**src/rtl/stp_pkg.sv**
```systemverilog
// Shared definitions for the stopwatch control path.
//   stp_state_t  : control FSM state encoding (IDLE/RUN/LAP/PAUSE).
//   STP_TICK_DIV : default CLK cycles per seconds tick. The display mux
//                  and the testbench reuse this value.
package stp_pkg;

    typedef enum logic [1:0] {
        IDLE  = 2'd0,
        RUN   = 2'd1,
        LAP   = 2'd2,
        PAUSE = 2'd3
    } stp_state_t;

    localparam int STP_TICK_DIV = 50_000_000;

endpackage

```
**src/rtl/stp_ctrl_if.sv**
```systemverilog
// Button/strobe bundle between the button front end and the stopwatch
// counter chain.
//   btn_start_stop, btn_lap, btn_reset : debounced button levels
//   count_up_sec  : one-cycle seconds tick to the seconds counter
//   stop          : level, holds the counters at zero while idle
//   rst_counters  : one-cycle clear pulse to all counters
//   lap_hold      : display shows the frozen value
//   running       : LED indicator, high in RUN or LAP
// The slave modport is the controller side; master is the driving side.
interface stp_ctrl_if;

    logic btn_start_stop;
    logic btn_lap;
    logic btn_reset;
    logic count_up_sec;
    logic stop;
    logic rst_counters;
    logic lap_hold;
    logic running;

    modport master (
        output btn_start_stop, btn_lap, btn_reset,
        input  count_up_sec, stop, rst_counters, lap_hold, running
    );

    modport slave (
        input  btn_start_stop, btn_lap, btn_reset,
        output count_up_sec, stop, rst_counters, lap_hold, running
    );

endinterface

```
**src/rtl/stp_tick_gen.sv**
```systemverilog
// Seconds prescaler. Counts 0..TICK_DIV-1 while en is high, holds its
// value while en is low, and returns to 0 when clr is high.
//   CLK, rst_n : clock, asynchronous active-low reset
//   en         : count enable (watch running)
//   clr        : synchronous clear of the prescaler
//   tick       : registered one-cycle pulse issued as the count wraps
module stp_tick_gen #(
    parameter int TICK_DIV = 50_000_000
) (
    input  logic CLK,
    input  logic rst_n,
    input  logic en,
    input  logic clr,
    output logic tick
);

    localparam int W = $clog2(TICK_DIV);
    localparam logic [W-1:0] LAST = W'(TICK_DIV - 1);

    logic [W-1:0] presc_q, presc_d;
    logic         tick_q, tick_d;

    // NOTE: every variable gets its default before any branch so that
    // no path leaves it unassigned, which would infer a latch.
    always_comb begin
        presc_d = presc_q;
        tick_d  = 1'b0;
        if (clr) begin
            presc_d = '0;
        end else if (en) begin
            if (presc_q == LAST) begin
                presc_d = '0;
                tick_d  = 1'b1;
            end else begin
                presc_d = presc_q + W'(1);
            end
        end
    end

    // NOTE: state updates use non-blocking assignments so all flops
    // sample their inputs from the same pre-edge values.
    always_ff @(posedge CLK or negedge rst_n) begin
        if (!rst_n) begin
            presc_q <= '0;
            tick_q  <= 1'b0;
        end else begin
            presc_q <= presc_d;
            tick_q  <= tick_d;
        end
    end

    assign tick = tick_q;

endmodule

```
**src/rtl/stp_ctrl.sv**
```systemverilog
// Stopwatch control FSM. Edge-detects the three debounced buttons,
// steps IDLE/RUN/LAP/PAUSE and produces the counter-chain strobes.
//   CLK, rst_n : clock, asynchronous active-low reset
//   bus        : stp_ctrl_if.slave (button levels in, strobes out)
// stop/lap_hold/running decode straight from the state register;
// count_up_sec and rst_counters are registered pulses.
module stp_ctrl
    import stp_pkg::*;
#(
    parameter int TICK_DIV = STP_TICK_DIV
) (
    input  logic         CLK,
    input  logic         rst_n,
    stp_ctrl_if.slave    bus
);

    stp_state_t state_q, state_d;
    logic       btn_start_stop_q, btn_lap_q, btn_reset_q;
    logic       rst_counters_q, rst_counters_d;
    logic       start_stop_rise, lap_rise, reset_rise;
    logic       presc_en, presc_clr, tick;

    assign start_stop_rise = bus.btn_start_stop & ~btn_start_stop_q;
    assign lap_rise        = bus.btn_lap        & ~btn_lap_q;
    assign reset_rise      = bus.btn_reset      & ~btn_reset_q;

    // Within each state, rises are tested in priority order
    // reset > start_stop > lap, skipping those illegal in that state.
    always_comb begin
        state_d        = state_q;
        rst_counters_d = 1'b0;
        unique case (state_q)
            IDLE: begin
                if (start_stop_rise) state_d = RUN;
            end
            RUN: begin
                if (start_stop_rise)  state_d = PAUSE;
                else if (lap_rise)    state_d = LAP;
            end
            LAP: begin
                if (start_stop_rise)  state_d = PAUSE;
                else if (lap_rise)    state_d = RUN;
            end
            PAUSE: begin
                if (reset_rise) begin
                    state_d        = IDLE;
                    rst_counters_d = 1'b1;
                end else if (start_stop_rise) begin
                    state_d = RUN;
                end
            end
            default: state_d = IDLE;
        endcase
    end

    always_ff @(posedge CLK or negedge rst_n) begin
        if (!rst_n) begin
            state_q          <= IDLE;
            btn_start_stop_q <= 1'b0;
            btn_lap_q        <= 1'b0;
            btn_reset_q      <= 1'b0;
            rst_counters_q   <= 1'b0;
        end else begin
            state_q          <= state_d;
            btn_start_stop_q <= bus.btn_start_stop;
            btn_lap_q        <= bus.btn_lap;
            btn_reset_q      <= bus.btn_reset;
            rst_counters_q   <= rst_counters_d;
        end
    end

    // The prescaler runs off the current state, so the tick due in the
    // last RUN cycle before a pause is still issued. Clearing on the
    // reset action itself leaves presc at 0 during the rst_counters cycle.
    assign presc_en  = (state_q == RUN) || (state_q == LAP);
    assign presc_clr = (state_q == IDLE) || rst_counters_d;

    stp_tick_gen #(.TICK_DIV(TICK_DIV)) u_tick_gen (
        .CLK   (CLK),
        .rst_n (rst_n),
        .en    (presc_en),
        .clr   (presc_clr),
        .tick  (tick)
    );

    assign bus.count_up_sec = tick;
    assign bus.rst_counters = rst_counters_q;
    assign bus.stop         = (state_q == IDLE);
    assign bus.lap_hold     = (state_q == LAP);
    assign bus.running      = (state_q == RUN) || (state_q == LAP);

endmodule

```
**src/flat_wrapper.sv**
```systemverilog
// flat-port wrapper written by rule: the top's interface ports become plain ports
module stp_ctrl_flat import stp_pkg::*;
#(
    parameter int TICK_DIV = STP_TICK_DIV
)
  (CLK, rst_n, bus_btn_start_stop, bus_btn_lap, bus_btn_reset, bus_count_up_sec, bus_stop, bus_rst_counters, bus_lap_hold, bus_running);
  stp_ctrl_if bus_i ();
  input  logic CLK;
  input  logic rst_n;
  input wire logic [$bits(bus_i.btn_start_stop)-1:0] bus_btn_start_stop;
  input wire logic [$bits(bus_i.btn_lap)-1:0] bus_btn_lap;
  input wire logic [$bits(bus_i.btn_reset)-1:0] bus_btn_reset;
  output wire logic [$bits(bus_i.count_up_sec)-1:0] bus_count_up_sec;
  output wire logic [$bits(bus_i.stop)-1:0] bus_stop;
  output wire logic [$bits(bus_i.rst_counters)-1:0] bus_rst_counters;
  output wire logic [$bits(bus_i.lap_hold)-1:0] bus_lap_hold;
  output wire logic [$bits(bus_i.running)-1:0] bus_running;
  assign bus_i.btn_start_stop = bus_btn_start_stop;
  assign bus_i.btn_lap = bus_btn_lap;
  assign bus_i.btn_reset = bus_btn_reset;
  assign bus_count_up_sec = bus_i.count_up_sec;
  assign bus_stop = bus_i.stop;
  assign bus_rst_counters = bus_i.rst_counters;
  assign bus_lap_hold = bus_i.lap_hold;
  assign bus_running = bus_i.running;
  stp_ctrl #(.TICK_DIV(TICK_DIV)) u_core (.CLK(CLK), .rst_n(rst_n), .bus(bus_i));
endmodule
```
**config.mk**
```make
export PLATFORM = sky130hd
export DESIGN_NAME = stp_ctrl_flat
export DESIGN_NICKNAME = d
export VERILOG_FILES = /design/src/rtl/stp_pkg.sv /design/src/rtl/stp_ctrl_if.sv /design/src/rtl/stp_tick_gen.sv /design/src/rtl/stp_ctrl.sv /design/src/flat_wrapper.sv
export SDC_FILE = /design/constraint.sdc
export NUM_CORES = 1
export LEC_CHECK = 0
export ABC_AREA = 0
export BUFFER_PORTS_ARGS = -buffer_cell sky130_fd_sc_hd__buf_2
export CORE_UTILIZATION = 57
export CTS_BUF_LIST = sky130_fd_sc_hd__clkbuf_4 sky130_fd_sc_hd__clkbuf_8
export DETAILED_ROUTE_END_ITERATION = 12
export HOLD_SLACK_MARGIN = 0.1
export PLACE_DENSITY = 0.75
export SETUP_SLACK_MARGIN = 0.02
export SYNTH_ARGS = -nofsm -noshare
export SYNTH_HDL_FRONTEND = slang
export SYNTH_SLANG_ARGS = --single-unit
```
**constraint.sdc**
```tcl
create_clock -name CLK -period 3.9 [get_ports CLK]
set_clock_uncertainty 0.15 [all_clocks]
set_input_delay 0.195 -clock CLK [delete_from_list [all_inputs] [get_ports CLK]]
set_output_delay 0.195 -clock CLK [all_outputs]
set_load 0.05 [all_outputs]
```
==> flow_summary.yaml <==
power:
  clkPwrFrac_pct: 19.3
  intPower_w: 0.0006217
  vdd_drop_max_mv: 0.3341
  switching_share_pct: 45.91
  sequentialPowerShare_pct: 35.2
  power.share.combinational_pct: 45.5
  finalPower_w: 0.001149
  switchingPower_w: 0.0005276
  p_per_area_mw_per_mm2: 548.0
  p_leak_nw: 0.8683
clock_tree:
  clock_sinks: 33
  clock_latency_ns: 0.34
  clkTransAtPathRegs_ns: 0.10
  clockBufferDepth: 2
  hold_buffers: 4
  h-tree-depth: 2
  cts_root_buffer: "clkbuf_4"
  post_cts_buffers: 0
  cts_resized: 0
  cts_buffers: 5
  cts_tree: "yes"
min_path:
  hp-class: "in -> async"
place:
  dp_hpwl_um: 3136
  placed_cells: 252
  place_congestion: 0.9369
  placed_cell_area_sq_mm: 0.001987
  io_buffers: 9
critical_path:
  required_ns: 3.99
  cp_max_fo: 10
  r2r_slack_ns: 1.08
  cp-start-kind: "flip-flop"
  end_kind: "flip-flop"
  crit_arrival_ns: 2.90
  rr_worst_depth: 5
  crit_type: "reg -> reg"
global_route:
  grt_pass1_wl_um: 7527
  grt_use_total_pct: 28.70
  grt_max_degree: 34
  grt_pass1_vias: 1576
  grt-ovfl-total: 0
  antenna_found_initial: 0
sta:
  worstMarginPinSlew_ns: 1.154
  period_share_pct: 72.27
  rsz0062_at_grt: "false"
  slew_violations: 0
  period_needed_ns: 2.819
  finalSetupTns_ns: 0
  hold_violations: 0
  slew_headroom_pct: 22.78
  setup_violations: 0
  fmax_ghz: 0.3548
floorplan:
  rows: 20
  boundaryPins: 10
  coreArea_sq_mm: 0.003128
  die_h_um: 60.28
  dieArea_sq_mm: 0.003633
  initial_core_util_pct: 61.88
  die_w_um: 60.28
layout:
  drive_gt1_share_pct: 10.91
  final_cell_mix: "33 x dfrtp_1, 18 x nor2_1, 13 x nand2_1, 13 x o21ai_0"
  final_nets: 230
  area_growth_pct: 8.339
  finish.utilization_pct: 67.04
  layout_commonest_cell: "dfrtp_1"
  fin_area_sq_mm: 0.002097
  layout.cells.non_filler: 264
  antenna_cells: 0
yosys:
  yosysSeqAreaShare_pct: 42.66
  synth-edff-count: 0
  synth.area.top_cells: "dfrtp_1 43%, ha_1 3.9%, nor2_1 3.5%"
  synthArstFlopShare_pct: 100.0
  synth_top_area_share_pct: 42.66
  ys_types: 48
  ys_warn_count: 0
  synth-seq-cells: 33
  syn_inst: 208
  ys.flop_type: "dfrtp_1"
  synth_fp_nets: 219
  synth.avg_cell_area_sq_um: 9.306
  yosysTopAreaCell: "dfrtp_1"
  synthesis.area_sq_mm: 0.001936
job:
  drv_cap: 0
routing:
  wl_per_cell_um: 17.38
  drt_wl_total_um: 4587
  antenna_left: 0
  wl_met2_um: 2234
  dr_wl_met3_um: 319
  drt_iter0_drc: 151
  via_count: 1719
  drt_first_pass_iters: 5
  highest_layer: "met4"
  met1_length_um: 1979
  drcViolationCount: 0
  viasPerCell: 6.511
run_status:
  outcome: "complete, no violations"
## synthesized netlist by cell type (2+ instances only)
master,instances
dfrtp_1,33
nor2_1,18
nand2_1,13
o21ai_0,13
nand4_1,9
nand3_1,8
clkbuf_1,7
nand2b_1,7
nor3_1,7
a32o_1,6
ha_1,6
nor4_1,6
a21oi_1,5
and3_1,5
or4_1,5
xnor2_1,5
and2_1,4
inv_1,4
or3_1,4
a21boi_0,3
nor2b_1,3
xor2_1,3
a21o_1,2
a31o_2,2
and4_1,2
buf_6,2
nand4b_1,2
nor3b_1,2
nor4b_1,2
o22ai_1,2
## power groups by stage
stage	registers, W	clock network, W	logic (W)
final	0.000405	0.000222	0.000522
after global routing	0.000409	0.000240	0.000572
after CTS	0.000405	0.000227	0.000517
after detailed placement	0.000412	0	0.000512
after global placement	0.000408	0	0.000487
after floorplan	0.000406	0	0.000421
## state kept, by name (all words and copies together), names as in the netlist
name	flops
u_core.btn_lap_q	1
u_core.btn_reset_q	1
u_core.btn_start_stop_q	1
u_core.bus.rst_counters	1
u_core.state_q	2
u_core.u_tick_gen.presc_q	26
u_core.u_tick_gen.tick	1
## layer usage
metal,GRT usage [%],up-vias
li1,-,802
met1,38.25,823
met5,0,-
met2,45.05,86
met4,11.30,0
met3,6.277,8
## layout make-up
cell class	count	area (sq um)
sequential	33	825.8
timing repair buffer	13	85.08
multi-input combinational	162	1046
tap	44	55.05
clock inverter	1	5.005
clock buffer	7	65.06
inverter	4	15.01
fill	259	1031
## critical path, stage by stage (launching register included)
cell and delay, ns:
dfrtp_1 0.47, or4_1 0.54, or4_4 0.55, nor2_1 0.48, o21ai_0 0.21, a32o_1 0.32
## through the flow
step / setup slack, ns / hold WS [ns]
floorplan: 1.375 / -0.2506
global placement: 1.274 / 0.1389
detailed placement: 1.140 / 0.1476
CTS: 1.125 / 0.3168
global route: 0.9395 / 0.3634
finish: 1.081 / 0.3170
## kinds of logic after synthesis
kind of cell,count (synthesis),share of synthesized area [%]
flops,33,42.66
buf+inv,13,3.297
simple gates,104,30.71
mux,1,0.5817
compound gates,43,15.26
fa+ha+maj,6,3.878
xor+xnor,8,3.620
## path summary, 6_finish.rpt
| kind | start | endpoint |
|---|---|---|
| max | u_core.u_tick_gen.presc_q[16] | u_core.u_tick_gen.presc_q[3] |
| max in group asynchronous | rst_n | u_core.btn_lap_q |
| max reg2reg | u_core.u_tick_gen.presc_q[16] | u_core.u_tick_gen.presc_q[3] |
| min reg2reg | u_core.u_tick_gen.presc_q[19] | u_core.u_tick_gen.presc_q[19] |
| min in group CLK | bus_btn_lap | u_core.btn_lap_q |
| min | rst_n | u_core.u_tick_gen.presc_q[12] |
No activity file was read; power rests on OpenSTA's default activity.
